[src/rtl/ftoi_pipe.sv]
// ftoi_pipe: two-stage pipelined IEEE-754 binary32 to signed 32-bit integer
// converter. Rounding is to nearest, ties away from zero. One conversion per
// cycle, fixed latency of two cycles, no backpressure.
//
// Ports:
//   clk    in   1   clock, rising edge
//   rstn   in   1   asynchronous active-low reset
//   x      in   32  binary32 operand, sampled when ready=1
//   ready  in   1   request strobe
//   y      out  32  signed integer result, meaningful when valid=1
//   valid  out  1   result strobe, one cycle per accepted request
//
// Build option:
//   FTOI_SATURATE_EN  when defined, out-of-range positive values and NaNs give
//                     0x7FFFFFFF and out-of-range negative values 0x80000000.
//                     When undefined, every out-of-range value, Inf or NaN
//                     gives the integer indefinite 0x80000000.
module ftoi_pipe (
    input  logic        clk,
    input  logic        rstn,
    input  logic [31:0] x,
    input  logic        ready,
    output logic [31:0] y,
    output logic        valid
);

    typedef enum logic [1:0] {
        CLS_ZERO = 2'd0,
        CLS_NORM = 2'd1,
        CLS_OVF  = 2'd2
    } range_cls_t;

    // ------------------------------------------------------------------
    // Stage 1: unpack, classify, align the significand
    // ------------------------------------------------------------------
    logic [7:0]  exp_in;
    logic [22:0] frac_in;
    logic [23:0] mant_in;
    logic [7:0]  rshift_full;
    logic [4:0]  rshift;
    logic [7:0]  lshift_full;
    logic [2:0]  lshift;
    logic [31:0] round_tmp;

    range_cls_t  cls_next;
    logic [31:0] mag_next;
    logic        rnd_next;
    logic        s_next;

    range_cls_t  cls_reg;
    logic [31:0] mag_reg;
    logic        rnd_reg;
    logic        s_reg;
    logic        v1_reg;

    assign exp_in      = x[30:23];
    assign frac_in     = x[22:0];
    assign mant_in     = {1'b1, frac_in};
    assign rshift_full = 8'd150 - exp_in;
    assign rshift      = rshift_full[4:0];
    assign lshift_full = exp_in - 8'd150;
    assign lshift      = lshift_full[2:0];

    always_comb begin
        cls_next  = CLS_ZERO;
        mag_next  = 32'd0;
        rnd_next  = 1'b0;
        s_next    = x[31];
        round_tmp = 32'd0;
        if (exp_in <= 8'd125) begin
            // zero, denormal, or |x| < 0.5: rounds to zero, sign dropped
            cls_next = CLS_ZERO;
        end else if (exp_in <= 8'd149) begin
            // fractional part present: the round bit is the most significant
            // bit shifted out, i.e. bit (shift-1) of the significand
            cls_next  = CLS_NORM;
            mag_next  = {8'd0, mant_in} >> rshift;
            round_tmp = {8'd0, mant_in} >> (rshift - 5'd1);
            rnd_next  = round_tmp[0];
        end else if (exp_in <= 8'd157) begin
            cls_next = CLS_NORM;
            mag_next = {8'd0, mant_in} << lshift;
        end else if (exp_in == 8'd158 && x[31] && frac_in == 23'd0) begin
            // exactly -2^31: the only representable value at this exponent;
            // negating 0x80000000 in stage 2 leaves it unchanged
            cls_next = CLS_NORM;
            mag_next = 32'h8000_0000;
        end else begin
            cls_next = CLS_OVF;
`ifdef FTOI_SATURATE_EN
            // NaNs saturate positive regardless of their sign bit
            if (exp_in == 8'd255 && frac_in != 23'd0) begin
                s_next = 1'b0;
            end
`endif
        end
    end

    always_ff @(posedge clk or negedge rstn) begin
        if (!rstn) begin
            cls_reg <= CLS_ZERO;
            mag_reg <= 32'd0;
            rnd_reg <= 1'b0;
            s_reg   <= 1'b0;
            v1_reg  <= 1'b0;
        end else begin
            v1_reg <= ready;
            if (ready) begin
                cls_reg <= cls_next;
                mag_reg <= mag_next;
                rnd_reg <= rnd_next;
                s_reg   <= s_next;
            end
        end
    end

    // ------------------------------------------------------------------
    // Stage 2: round, apply sign, substitute out-of-range value
    // ------------------------------------------------------------------
    logic [31:0] rounded;
    logic [31:0] signed_mag;
    logic [31:0] ovf_val;
    logic [31:0] y_next;
    logic [31:0] y_reg;
    logic        valid_reg;

    // Magnitude before rounding is below 2^24 whenever the round bit can be
    // set, so this add never carries out of 32 bits.
    assign rounded    = mag_reg + {31'd0, rnd_reg};
    assign signed_mag = s_reg ? (~rounded + 32'd1) : rounded;

`ifdef FTOI_SATURATE_EN
    assign ovf_val = s_reg ? 32'h8000_0000 : 32'h7FFF_FFFF;
`else
    assign ovf_val = 32'h8000_0000;
`endif

    always_comb begin
        y_next = 32'd0;
        case (cls_reg)
            CLS_NORM: y_next = signed_mag;
            CLS_OVF:  y_next = ovf_val;
            default:  y_next = 32'd0;
        endcase
    end

    always_ff @(posedge clk or negedge rstn) begin
        if (!rstn) begin
            y_reg     <= 32'd0;
            valid_reg <= 1'b0;
        end else begin
            valid_reg <= v1_reg;
            if (v1_reg) begin
                y_reg <= y_next;
            end
        end
    end

    assign y     = y_reg;
    assign valid = valid_reg;

endmodule
[config.mk]
export PLATFORM = sky130hd
export DESIGN_NAME = ftoi_pipe
export DESIGN_NICKNAME = d
export VERILOG_FILES = /design/src/rtl/ftoi_pipe.sv
export SDC_FILE = /design/constraint.sdc
export NUM_CORES = 1
export LEC_CHECK = 0
export ABC_AREA = 0
export CAP_MARGIN = 20
export CORE_UTILIZATION = 55
export DETAILED_ROUTE_END_ITERATION = 12
export PLACE_DENSITY = 0.8
export SLEW_MARGIN = 40
export SYNTH_ARGS = -nofsm -noshare
export SYNTH_HDL_FRONTEND = slang
export SYNTH_SLANG_ARGS = --single-unit
export TNS_END_PERCENT = 50
[constraint.sdc]
create_clock -name clk -period 5.5 [get_ports clk]
set_input_delay 1.375 -clock clk [delete_from_list [all_inputs] [get_ports clk]]
set_output_delay 1.375 -clock clk [all_outputs]
set_load 0.05 [all_outputs]
==> results of run 1 <==
## power by group through the flow
stage / combinational (uW) / clock, uW / sequential, uW
detailed placement: 717 / 0 / 632
global placement: 702 / 0 / 629
CTS: 720 / 617 / 624
global route: 788 / 638 / 634
finish: 728 / 612 / 626
floorplan: 492 / 0 / 643
## worst register-to-register path, cell delays in order, from the launching register on
cell and delay, ns:
dfrtp_1 0.36, ha_1 0.24, ha_1 0.43, nand2_1 0.16, or4_4 0.66, o31a_1 0.35, nor4_1 0.56, nand4_1 0.18
o41ai_1 0.39, xnor2_1 0.17, o22ai_1 0.09
## per-stage QoR
| stage | setup slack [ns] | utilization (%) |
|---|---|---|
| final | 1.41 | 66.5 |
| after global routing | 1.13 | 66.5 |
| after CTS | 1.44 | 66.3 |
| after detailed placement | 1.10 | 63.6 |
| after global placement | 1.12 | 63.3 |
| after floorplan | 0.734 | - |
## synthesized netlist by cell type (3+ instances only)
master / instances / area share [%]
and3_1: 7 / 0.66
o31ai_1: 9 / 1.0
clkbuf_1: 41 / 2.3
xor2_1: 21 / 2.8
nand2b_1: 3 / 0.28
and4_1: 6 / 0.79
mux2_2: 7 / 1.2
o32ai_1: 3 / 0.39
a21boi_0: 3 / 0.34
o2bb2ai_1: 7 / 0.92
nand2_1: 81 / 4.6
nor2_1: 43 / 2.4
or3_1: 3 / 0.28
o21a_1: 3 / 0.34
o31a_1: 7 / 0.92
buf_1: 8 / 0.45
a22oi_1: 6 / 0.68
dfrtp_1: 70 / 26
mux4_2: 22 / 7.4
a22o_1: 4 / 0.53
buf_2: 7 / 0.53
a21oi_1: 21 / 1.6
nor4_1: 15 / 1.4
mux2i_1: 55 / 8.3
o221ai_1: 15 / 2.0
a31oi_1: 6 / 0.56
o21ai_0: 42 / 3.2
nor2b_1: 7 / 0.66
nor3_1: 19 / 1.4
a21o_1: 3 / 0.34
ha_1: 11 / 2.1
a211oi_1: 10 / 1.1
o22ai_1: 37 / 3.5
o211ai_1: 8 / 0.90
o41ai_1: 3 / 0.39
xnor2_1: 43 / 5.6
inv_1: 51 / 2.9
and2_1: 3 / 0.28
nand3_1: 31 / 2.3
nand4_1: 14 / 1.3
## metal layers
layer  up-vias  global-route usage (%)  wire, um
met5         -                       0         0
met1      2985                    42.7      8370
met2       282                    53.8      9300
met4         0                    16.0       768
met3        46                    3.02       989
li1       2996                       -         -
## kinds of logic after synthesis
| logic type | Yosys count | share of synthesized area, % |
|---|---|---|
| adder cells (fa/ha/maj) | 11 | 2.06 |
| multiplexers | 84 | 16.9 |
| buffers and inverters | 112 | 6.66 |
| flip-flops | 70 | 26.3 |
| XOR/XNOR | 65 | 8.82 |
| AO/OA/AOI/OAI | 198 | 20.6 |
| AND/OR/NAND/NOR | 248 | 18.7 |
## layout make-up
type	instances	area (um^2)	share of cell area [%]
multi-input cells	606	4490	58.1
flip-flops and latches	70	1750	22.7
repair buffers	82	779	10.1
clock buffers	10	229	2.97
inverters	54	203	2.63
well taps	143	179	2.32
clock inverters	6	86.3	1.12
## final timing paths
| kind | from | endpoint | slack, ns | cells after the start |
|---|---|---|---|---|
| hold / removal | mag_reg[0]$_DFFE_PN0P_ | mag_reg[0]$_DFFE_PN0P_ | 0.51 | 1 |
| setup / recovery | x[24] | mag_reg[17]$_DFFE_PN0P_ | 1.41 | 11 |
| max in group asynchronous | rstn | s_reg$_DFFE_PN0P_ | 3.69 | 2 |
| min in group asynchronous | rstn | y[28]$_DFFE_PN0P_ | 1.05 | 1 |
| setup reg to reg | rnd_reg$_DFFE_PN0P_ | y[29]$_DFFE_PN0P_ | 1.77 | 10 |
| hold reg to reg | mag_reg[0]$_DFFE_PN0P_ | mag_reg[0]$_DFFE_PN0P_ | 0.51 | 1 |
==> impl_metrics.csv, run 1 <==
group,metric,value,unit
setup_path,slowest_delay,0.50,ns
clock_network,clockBufferDepth,2,
timing,rsz0062_at_grt,"false",
finish,final_layout_size_suffix_gt1_share,9.30,%
logic_synthesis,synthesis.area,6670,um^2
logic_synthesis,avgSynthCellArea,8.46,um^2
logic_synthesis,synth_edf_count,0,
timing,hold_slack,0.507,ns
routing,ant_nets,0,
grt,grt_pass1_wl,32100,um
timing,relSlewSlack,48.4,%
placed_design,place_area,7380,um^2
run_status,violations,"design-rule violations",
pwr,seqPwrFrac,31.8,%
timing,fmax,0.244,GHz
clock_network,cts_tree,"built",
floorplan,start_util,57.4,%
clock_network,hold_buffers,0,
clock_network,cts_resized,0,
run,max-cap-violations,0,
pwr,p_leak,0.00307,uW
placed_design,port_buffers,67,
setup_path,path_delay_family,"simple AND/OR/NAND/NOR gates",
floorplan,die_x,112,um
routing,dr.pass1.iters,10,
clock_network,numCtsBuffers,9,
setup_path,cp.required,5.73,ns
floorplan,die_h,112,um
clock_network,cts.sinks,70,
pwr,ir_drop,0.143,mV
finish,design_area,7720,um^2
finish,layout_commonest_cell,"nand2_1",
routing,post_drt_wl_per_cell,20.0,um
timing,setup_viol_count_final,0,
pwr,p_clk_share,31.1,%
pwr,netSwitchingPower,719,uW
setup_path,start_kind,"input pin",
setup_path,worstPathArrival,4.33,ns
setup_path,end_kind,"flop",
floorplan,ioPinCount,68,
min_path,hold_path.class,"flop to flop",
routing,routed_via_density,6.50,
routing,drc,5,
grt,grt_max_degree,52,
pwr,power_density,255,nW/um^2
finish,fin_nets,869,
finish,area_growth,15.8,%
logic_synthesis,ys_types,65,
pwr,switching_share,36.5,%
logic_synthesis,synth-seq-area-share,26.3,%
finish,n_antenna_cell,0,
logic_synthesis,synthCells,788,
clock_network,clk_latency,0.34,ns
placed_design,dp_hpwl,15100,um
clock_network,post_cts_buffers,0,
setup_path,crit_chain,"clkdlybuf4s50_1 -> inv_1 -> ha_1 -> nor3_1 -> and3_1 -> o21ai_1 -> buf_4 -> nand2b_1 -> nor2_1 -> nand2_1 -> o221ai_1",
grt,grt_pass1_vias,6147,
logic_synthesis,synth_warnings,0,
logic_synthesis,synth_nets,834,
floorplan,rows,39,
timing,finalClockSkew,0.00744,ns
timing,hold_viol_final,0,
routing,wl,19400,um
routing,vias,6309,
floorplan,coreArea,11600,um^2
grt,grt_usage,32.4,%
clock_network,clk_pin_slew_worst_paths,0.05,ns
logic_synthesis,synth_flop_cell,"dfrtp_1",
placed_design,place.gp.congestion,1.00,
setup_path,slowest_stage,"nor2_1",
finish,nFillCells,987,
clock_network,cts_root_buf,"clkbuf_16",
setup_path,cp_num_buf_inv,3,
finish,finalNonFillerCells,971,
placed_design,dpl.cell_count,954,
timing,fin_tns_setup,0,ns
pwr,p_comb_share,37.0,%
clock_network,htree_levels,3,
logic_synthesis,synth_seq_cells,70,
timing,tightest_slew,0.769,ns
finish,final_cell_mix,"nand2_1 (81), dfrtp_1 (68), clkdlybuf4s50_1 (65)",
grt,grt_remaining_overflow,0,
setup_path,critical_path_class,"input pin to flop",
grt,antenna_found_initial,0,
timing,maxSlewViolCount,0,
setup_path,crit_fanout,9,
timing,finalCritPeriodShare,74.4,%
floorplan,dieArea,12600,um^2
pwr,power,1970,uW
timing,period_minus_slack,4.09,ns
run_status,outcome,"complete, but fails checks",
logic_synthesis,synthArstFlopShare,100,%
pwr,internal_power,1250,uW
routing,drt_iter0_markers,466,
Note: power is estimated with default switching activity, not from simulation.
==> run 2: changes to the inputs <==
--- a/config.mk
+++ b/config.mk
@@ -7,7 +7,7 @@
 export LEC_CHECK = 0
 export ABC_AREA = 0
 export CAP_MARGIN = 20
-export CORE_UTILIZATION = 55
+export CORE_UTILIZATION = 53
 export DETAILED_ROUTE_END_ITERATION = 12
 export PLACE_DENSITY = 0.8
 export SLEW_MARGIN = 40
==> constraint.sdc (replaced) <==
create_clock -name clk -period 3.7 [get_ports clk]
set_input_delay 0.925 -clock clk [delete_from_list [all_inputs] [get_ports clk]]
set_output_delay 0.925 -clock clk [all_outputs]
set_load 0.05 [all_outputs]
==> run 2 against run 1 <==
Net effect:
- the run now ends clean
- sequential power increased by 47%
- combinational power increased by 57%
- clock power increased by 30%
- die area increased by 3.7%
- flip-flop and latch count unchanged
- largest cell class unchanged
- design area increased by 2.7%
- non-clock buffer count increased by 27
==> impl_metrics.csv, run 2 (same netlist as run 1, synthesis figures left out) <==
group,metric,value,unit
clock_network,hold_buffers,0,
pwr,power_density,360,nW/um^2
setup_path,ff2ff_path_depth,11,
routing,vias,6365,
clock_network,cts_root_buf,"clkbuf_16",
setup_path,start_kind,"input pin",
grt,grt_pass1_wl,31400,um
floorplan,ioPinCount,68,
clock_network,clk_latency,0.34,ns
setup_path,ff2ff_setup_slack,0.36,ns
floorplan,start_util,55.0,%
timing,maxSlewViolCount,0,
finish,n_antenna_cell,0,
clock_network,htree_levels,3,
setup_path,path_delay_family,"XOR/XNOR gates",
finish,final_layout_size_suffix_gt1_share,11.8,%
floorplan,dieArea,13000,um^2
routing,drc,0,
setup_path,cp_num_buf_inv,2,
finish,fin_nets,896,
timing,period_minus_slack,3.34,ns
timing,hold_viol_final,0,
floorplan,coreArea,12100,um^2
timing,fmax,0.299,GHz
clock_network,numCtsBuffers,9,
clock_network,cts_resized,0,
clock_network,clk_pin_slew_worst_paths,0.05,ns
min_path,worstHoldEndpoint,"rnd_reg$_DFFE_PN0P_",
timing,finalCritPeriodShare,90.3,%
routing,dr.pass1.iters,5,
min_path,min_path_cells,1,
floorplan,die_h,114,um
min_path,hold_start,"rnd_reg$_DFFE_PN0P_",
min_path,hold_path.class,"flop to flop",
grt,grt_max_degree,48,
timing,setup_viol_count_final,0,
placed_design,place.gp.congestion,1.02,
routing,ant_nets,0,
timing,fin_tns_setup,0,ns
grt,grt_remaining_overflow,0,
setup_path,reg2reg_from,"mag_reg[0]$_DFFE_PN0P_",
timing,rsz0062_at_grt,"false",
routing,post_drt_wl_per_cell,19.1,um
timing,finalClockSkew,0.00862,ns
timing,relSlewSlack,46.7,%
grt,antenna_found_initial,0,
placed_design,dpl.cell_count,1007,
grt,grt_usage,30.8,%
setup_path,slowest_delay,0.68,ns
clock_network,cts.sinks,70,
floorplan,die_x,114,um
timing,tightest_slew,0.793,ns
grt,grt_pass1_vias,6068,
routing,wl,19500,um
pwr,p_leak,0.00319,uW
setup_path,crit_fanout,38,
setup_path,critical_path_class,"input pin to flop",
setup_path,worstPathArrival,3.60,ns
setup_path,crit_chain,"clkdlybuf4s50_1 -> buf_4 -> ha_1 -> o21ai_0 -> xnor2_1 -> nor2_1 -> xnor2_1 -> nor2_1 -> a21o_1 -> o2bb2ai_1",
setup_path,slowest_stage,"xnor2_1",
placed_design,dp_hpwl,15400,um
setup_path,rr_endpoint,"y[30]$_DFFE_PN0P_",
pwr,ir_drop,0.247,mV
run_status,outcome,"completed",
finish,final_cell_mix,"nand2_1 (81), dfrtp_1 (69), clkdlybuf4s50_1 (65)",
routing,routed_via_density,6.22,
clock_network,post_cts_buffers,0,
finish,finalNonFillerCells,1023,
placed_design,port_buffers,67,
finish,layout_commonest_cell,"nand2_1",
floorplan,rows,40,
finish,area_growth,18.9,%
clock_network,cts_tree,"built",
routing,drt_iter0_markers,546,
setup_path,cp.required,3.96,ns
run,max-cap-violations,0,
setup_path,end_kind,"flop",
clock_network,clockBufferDepth,2,
run 2: cell types whose count changed in the layout (fill, tap and decap cells not counted), sizes merged:
| cell | before | now |
|---|---|---|
| buf | 17 | 44 |
| bufinv | 2 | 0 |
| clkbuf | 10 | 13 |
| clkinv | 5 | 3 |
| clkinvlp | 1 | 2 |
run 2: per-stage QoR:
step / total power, uW / util (%) / worst slack [ns] / instance area, um^2 / hold slack (ns)
finish: 2850 / 65.4 / 0.361 / 7930 / 0.506
global route: 3000 / 65.4 / 0.134 / 7930 / 0.544
CTS: 2850 / 65.4 / 0.340 / 7920 / 0.511
detailed placement: 2050 / 63.1 / 0.0513 / 7640 / 0.497
global placement: 2030 / 63.0 / 0.0335 / 7640 / 0.498
floorplan: 1690 / - / 0.00707 / 6680 / 0.352
run 2: power by group:
group / internal [uW] / total, uW / switching [uW]
Sequential: 828 / 922 / 94.2
Clock: 488 / 793 / 304
Combinational: 477 / 1140 / 663
Total: 1790 / 2850 / 1060
run 2: layer usage:
metal	up-vias	part of all wire [%]	GRT usage [%]
li1	3067	-	-
met1	2996	43	38.5
met2	257	49	53.4
met3	45	4.2	4.18
met4	0	3.2	13.1
met5	-	0	0
run 2: worst max-delay path by stage:
stage / depth (start not counted) / end / from
6_report: 10 / rnd_reg$_DFFE_PN0P_ / x[24]
5_1_grt: 10 / y[29]$_DFFE_PN0P_ / mag_reg[0]$_DFFE_PN0P_
4_1_cts: 11 / y[30]$_DFFE_PN0P_ / mag_reg[0]$_DFFE_PN0P_
2_1_floorplan: 14 / mag_reg[5]$_DFFE_PN0P_ / x[24]
3_3_place_gp: 10 / rnd_reg$_DFFE_PN0P_ / x[24]
3_5_place_dp: 9 / mag_reg[3]$_DFFE_PN0P_ / x[24]
run 2: worst reg2reg max path, stage by stage (launching register included):
cell      delay (ns)
dfrtp_1         0.39
ha_1            0.25
ha_1            0.21
buf_4           0.17
a21boi_0        0.18
nand4_1         0.12
a211oi_1        0.40
o211ai_2        0.19
or4_4           0.60
o41ai_2         0.37
xor2_1          0.22
o22ai_1         0.09
run 2: area by class of cell:
class / instances / area, um^2
Tap cell: 168 / 210
Fill cell: 1053 / 4190
Multi-Input combinational cell: 606 / 4480
Clock inverter: 3 / 20.0
Timing Repair Buffer: 109 / 1000
Inverter: 54 / 203
Sequential cell: 70 / 1750
Clock buffer: 13 / 260
==> RTL change 1: new RTL, settings of run 1 <==
Encoding of `range_cls_t`: now one-hot (3 bits for 3 values).
--- a/src/rtl/ftoi_pipe.sv
+++ b/src/rtl/ftoi_pipe.sv
@@ -24,10 +24,10 @@
     output logic        valid
 );
 
-    typedef enum logic [1:0] {
-        CLS_ZERO = 2'd0,
-        CLS_NORM = 2'd1,
-        CLS_OVF  = 2'd2
+    typedef enum logic [2:0] {
+        CLS_ZERO = 3'b001,
+        CLS_NORM = 3'b010,
+        CLS_OVF  = 3'b100
     } range_cls_t;
 
     // ------------------------------------------------------------------
Formal check against the unedited RTL: no difference found for any inputs over 4 cycles, from zero or initial values and one cycle with rstn low; so few cycles prove little.
==> RTL change 1 against run 1 <==
Design area up 4.3%; register-to-register slack worse by 0.37 ns; wire length up 11%; setup slack worse by 0.10 ns; combinational power down 2%; sequential cell count up 1; count of clock-buffer cells in the layout unchanged; power up 2.6%; synthesized area up 5.1%; global-route usage up 1.2 points.
==> RTL change 1: results (changes against run 1) <==
metric;value;unit;change
status;completed;;was finished with violations
Post-DP HPWL;16400;um;was 15100 um
number of global-route vias before repair;6402;;was 6147
Crit Reg-Reg Endpoint;y[30];;was y[29]
Peak supply drop;0.144;mV;was 0.143 mV
DRT Pass-1 Iters;5;;was 10
largest cells by area after synthesis;dfrtp_1 25%, xnor2_1 6.5%, mux4_2 5.5%, mux2i_1 5.4%, nand2_1 4.6%;;was dfrtp_1 26%, mux2i_1 8.3%, mux4_2 7.4%, xnor2_1 5.6%, nand2_1 4.6%
Tmin final;4.19;ns;was 4.09 ns
WL per Instance;20.9;um;was 20.0 um
critical path startpoint;x[24];;unchanged
pre-CTS setup slack;1.01;ns;was 1.10 ns
P_leak;3.11;nW;was 3.07 nW
Slew @ Worst Pin;0.773;ns;was 0.769 ns
top-count cell post-synth;nand2_1;;unchanged
Final Skew;0.00743;ns;was 0.00744 ns
CTS root buf;clkbuf_16;;unchanged
IO Port Bufs;67;;unchanged
CP max FO;34;;was 9
largest net degree at the start of global routing;64;;was 52
commonest cells in the netlist;86 x nand2_1, 70 x dfrtp_1, 58 x nor2_1, 52 x xnor2_1, 47 x a21oi_1;;was 81 x nand2_1, 70 x dfrtp_1, 55 x mux2i_1, 51 x inv_1
switching portion of total power;35.9;%;was 36.5%
first-pass GRT wire length;34300;um;was 32100 um
CTS Buf Count;9;;unchanged
Total GRT Usage;33.6;%;was 32.4%
layout cells sized above 1;11.5;%;was 9.30%
Seq/Total Area, Yosys;25.4;%;was 26.3%
Post-synth ARST share;100;%;unchanged
Fillers;1060;;was 987
flop-to-flop setup slack;1.40;ns;was 1.77 ns
Critical Path End;rnd_reg;;was mag_reg[17]
R2R depth;10;;unchanged
Hold Path Cell Cnt;1;;unchanged
vias post-DR;6808;;was 6309
synth unique cells;81;;was 65
post-synth net total;876;;was 834
RePlAce Congestion;0.955;;was 1.00
Final #Nets;908;;was 869
DRT iter0 DRCs;516;;was 466
CP arrival;4.41;ns;was 4.33 ns
-- RTL change 1: cell count changes in the layout (fill, tap and decap cells not counted), sizes merged, moves of 9 or more --
cell   before  now
nor3       19   28
mux2i      55   38
a22o        4   16
a21oi      21   47
nand4      15   24
inv        52   31
o22ai      37    7
nor2       43   58
xnor2      44   53
-- RTL change 1: layer usage --
metal	part of all wire, %	routed length, um	vias up	GRT usage (%)
met5	0	0	-	0
met3	5.3	1140	58	3.32
met1	43	9280	3269	42.8
met2	47	10200	309	56.4
li1	-	-	3172	-
met4	4.5	967	0	18.4
-- RTL change 1: cell type report --
type / count / area share [%]
clock buffer: 10 / 2.97
tap: 168 / 2.61
clock inverter: 6 / 1.34
sequential: 71 / 22.1
timing repair buffer: 80 / 9.45
multi-input combinational: 669 / 60.0
inverter: 32 / 1.49
-- RTL change 1: worst max-delay path, stage by stage --
cell and delay, ns:
clkdlybuf4s50_1 0.47, buf_4 0.34, ha_1 0.22, inv_1 0.05, o21ai_0 0.34, xor2_1 0.18, buf_4 0.29, xnor2_1 0.24
mux2i_1 0.23, a211oi_1 0.09, a2111oi_0 0.45, o32ai_1 0.13
-- RTL change 1: worst min-delay path by stage --
stage / from / to / slack [ns]
final: y[13] / y[13] / 0.49
after global routing: y[13] / y[13] / 0.50
after CTS: y[13] / y[13] / 0.49
after detailed placement: y[13] / y[13] / 0.48
after global placement: y[10] / y[10] / 0.47
after floorplan: v1_reg / valid / 0.43
-- RTL change 1: power by group through the flow --
| stage | Combinational (mW) | Sequential (mW) | Clock [mW] |
|---|---|---|---|
| after floorplan | 0.488 | 0.638 | 0 |
| after global placement | 0.688 | 0.626 | 0 |
| after detailed placement | 0.698 | 0.629 | 0 |
| after CTS | 0.705 | 0.620 | 0.682 |
| after global routing | 0.769 | 0.628 | 0.698 |
| final | 0.714 | 0.622 | 0.681 |
-- RTL change 1: kinds of logic after synthesis --
| family | after synthesis | synth area share [%] |
|---|---|---|
| multiplexers | 70 | 13.3 |
| buffers and inverters | 91 | 5.96 |
| flip-flops | 71 | 25.4 |
| XOR/XNOR | 69 | 8.73 |
| AO/OA/AOI/OAI | 214 | 22.0 |
| AND/OR/NAND/NOR | 306 | 22.8 |
| adder cells (fa/ha/maj) | 10 | 1.79 |
-- RTL change 1: stage by stage --
stage               power (mW)  instances  instance area, um2
CTS                       2.01       1036                8050
global placement          1.31       1020                7690
detailed placement        1.33       1020                7700
finish                    2.02       1036                8050
floorplan                 1.13        831                7010
global route              2.09       1036                8050
==> RTL change 2: new RTL, settings of run 1 <==
Without the edit above. The option `FTOI_SATURATE_EN` is turned on by a define.
--- a/src/rtl/ftoi_pipe.sv
+++ b/src/rtl/ftoi_pipe.sv
@@ -15,6 +15,8 @@
 //                     0x7FFFFFFF and out-of-range negative values 0x80000000.
 //                     When undefined, every out-of-range value, Inf or NaN
 //                     gives the integer indefinite 0x80000000.
+`define FTOI_SATURATE_EN
+
 module ftoi_pipe (
     input  logic        clk,
     input  logic        rstn,
Behaviour: not the same (Yosys sat finds a counterexample within 4 cycles, from zero or initial values and one cycle with rstn low).
==> RTL change 2 against run 1 <==
Sequential cell count unchanged; register-to-register slack lost 0.32 ns; power rose by 5.8%; cell count rose by 13%; via count increased by 12%; clock skew is 0.00085 ns higher; worst hold slack worse by 0.025 ns; design area grew 5.6%; setup slack got worse by 0.16 ns; synthesized area grew 5.5%; core utilization hardly changed; wire length increased by 1.7%; critical path depth shrank 1.
==> RTL change 2: results (changes against run 1) <==
metric;value;unit;change
number of global-route vias before repair;6363;;was 6147
RePlAce Congestion;0.965;;was 1.00
first-pass GRT wire length;32300;um;was 32100 um
status;completed;;was finished with violations
syn avg cell area;7.90;um2;was 8.46 um2
critical path's top delay family;buffers and inverters;;was simple AND/OR/NAND/NOR gates
Seq/Total Area, Yosys;24.9;%;was 26.3%
Critical Path End;rnd_reg;;was mag_reg[17]
comb_multi_in;705;;was 606
P_leak;3.13;nW;was 3.07 nW
met2 Use GR;49.9;%;was 53.8%
Peak supply drop;0.167;mV;was 0.143 mV
vias post-DR;7056;;was 6309
wl on met1;8550;um;was 8370 um
Via density;6.45;;was 6.50
CP arrival;4.48;ns;was 4.33 ns
sink of the worst hold path;y[10];;was mag_reg[0]
post-synthesis mux area share;14.7;%;was 16.9%
Post-Synth XOR/XNOR Area;6.72;%;was 8.82%
worst skew pair latency;0.34;ns;about the same
post-synthesis compound-gate area fraction;25.2;%;was 20.6%
ClkCell Share;4.30;%;was 4.09%
pre-CTS setup slack;0.900;ns;was 1.10 ns
DRT iter0 DRCs;684;;was 466
largest cells by area after synthesis;dfrtp_1 25%, mux2i_1 7.0%, xnor2_1 6.1%, nor2_1 5.3%, a21oi_1 4.3%;;was dfrtp_1 26%, mux2i_1 8.3%, mux4_2 7.4%, xnor2_1 5.6%, nand2_1 4.6%
met1 usage;40.4;%;was 42.7%
CP max stage cell;mux4_2;;was nor2_1
commonest cells in the netlist;99 x nor2_1, 70 x dfrtp_1, 61 x a21oi_1;;was 81 x nand2_1, 70 x dfrtp_1, 55 x mux2i_1, 51 x inv_1
met3 Use GR;3.95;%;was 3.02%
Logic inverters;50;;was 54
tap cells;168;;was 143
hold_sp;y[10];;was mag_reg[0]
delay of the slowest critical-path stage;0.55;ns;was 0.50 ns
wire length on met2;9060;um;was 9300 um
post-synth net total;937;;was 834
Placed Instances;1078;;was 954
Post-DP HPWL;14800;um;was 15100 um
switching portion of total power;35.6;%;was 36.5%
CP max FO;33;;was 9
Reg clk slew, reported paths;0.06;ns;
Clock Buffer Count;13;;was 10
Total GRT Usage;30.9;%;was 32.4%
multi-input logic area;4850;um2;was 4490 um2
Fillers;1058;;was 987
R2R depth;11;;was 10
Crit Reg-Reg Endpoint;y[27];;was y[29]
Seq/total area;21.5;%;was 22.7%
Post-DP Area;7790;um2;was 7380 um2
Synth Area in Adders;2.13;%;was 2.06%
synth unique cells;70;;was 65
Final #Nets;968;;was 869
flop-to-flop setup slack;1.45;ns;was 1.77 ns
WHS;0.482;ns;was 0.507 ns
Final Skew;0.00829;ns;was 0.00744 ns
WL final;19800;um;was 19400 um
slew margin rel.;44.8;%;was 48.4%
largest net degree at the start of global routing;57;;was 52
## RTL change 2: changes by cell type in the layout (fill, tap and decap cells not counted), moves of 7 or more
cell       before  now
nor3_1         19   29
mux4_2         22   12
a211oi_1       10   17
a21oi_1        21   61
o2bb2ai_1       7   14
mux2_2          7   24
nor2_1         43   98
xor2_1         21    4
o221ai_1       15    2
a22oi_1         6   19
o21ai_1         1    8
nand2_1        81   49
## RTL change 2: power by group through the flow
| stage | registers [mW] | clock network, mW | logic [mW] |
|---|---|---|---|
| after global placement | 0.607 | 0 | 0.779 |
| after detailed placement | 0.609 | 0 | 0.788 |
| after global routing | 0.608 | 0.695 | 0.869 |
| after floorplan | 0.668 | 0 | 0.512 |
| final | 0.602 | 0.673 | 0.806 |
| after CTS | 0.601 | 0.676 | 0.794 |
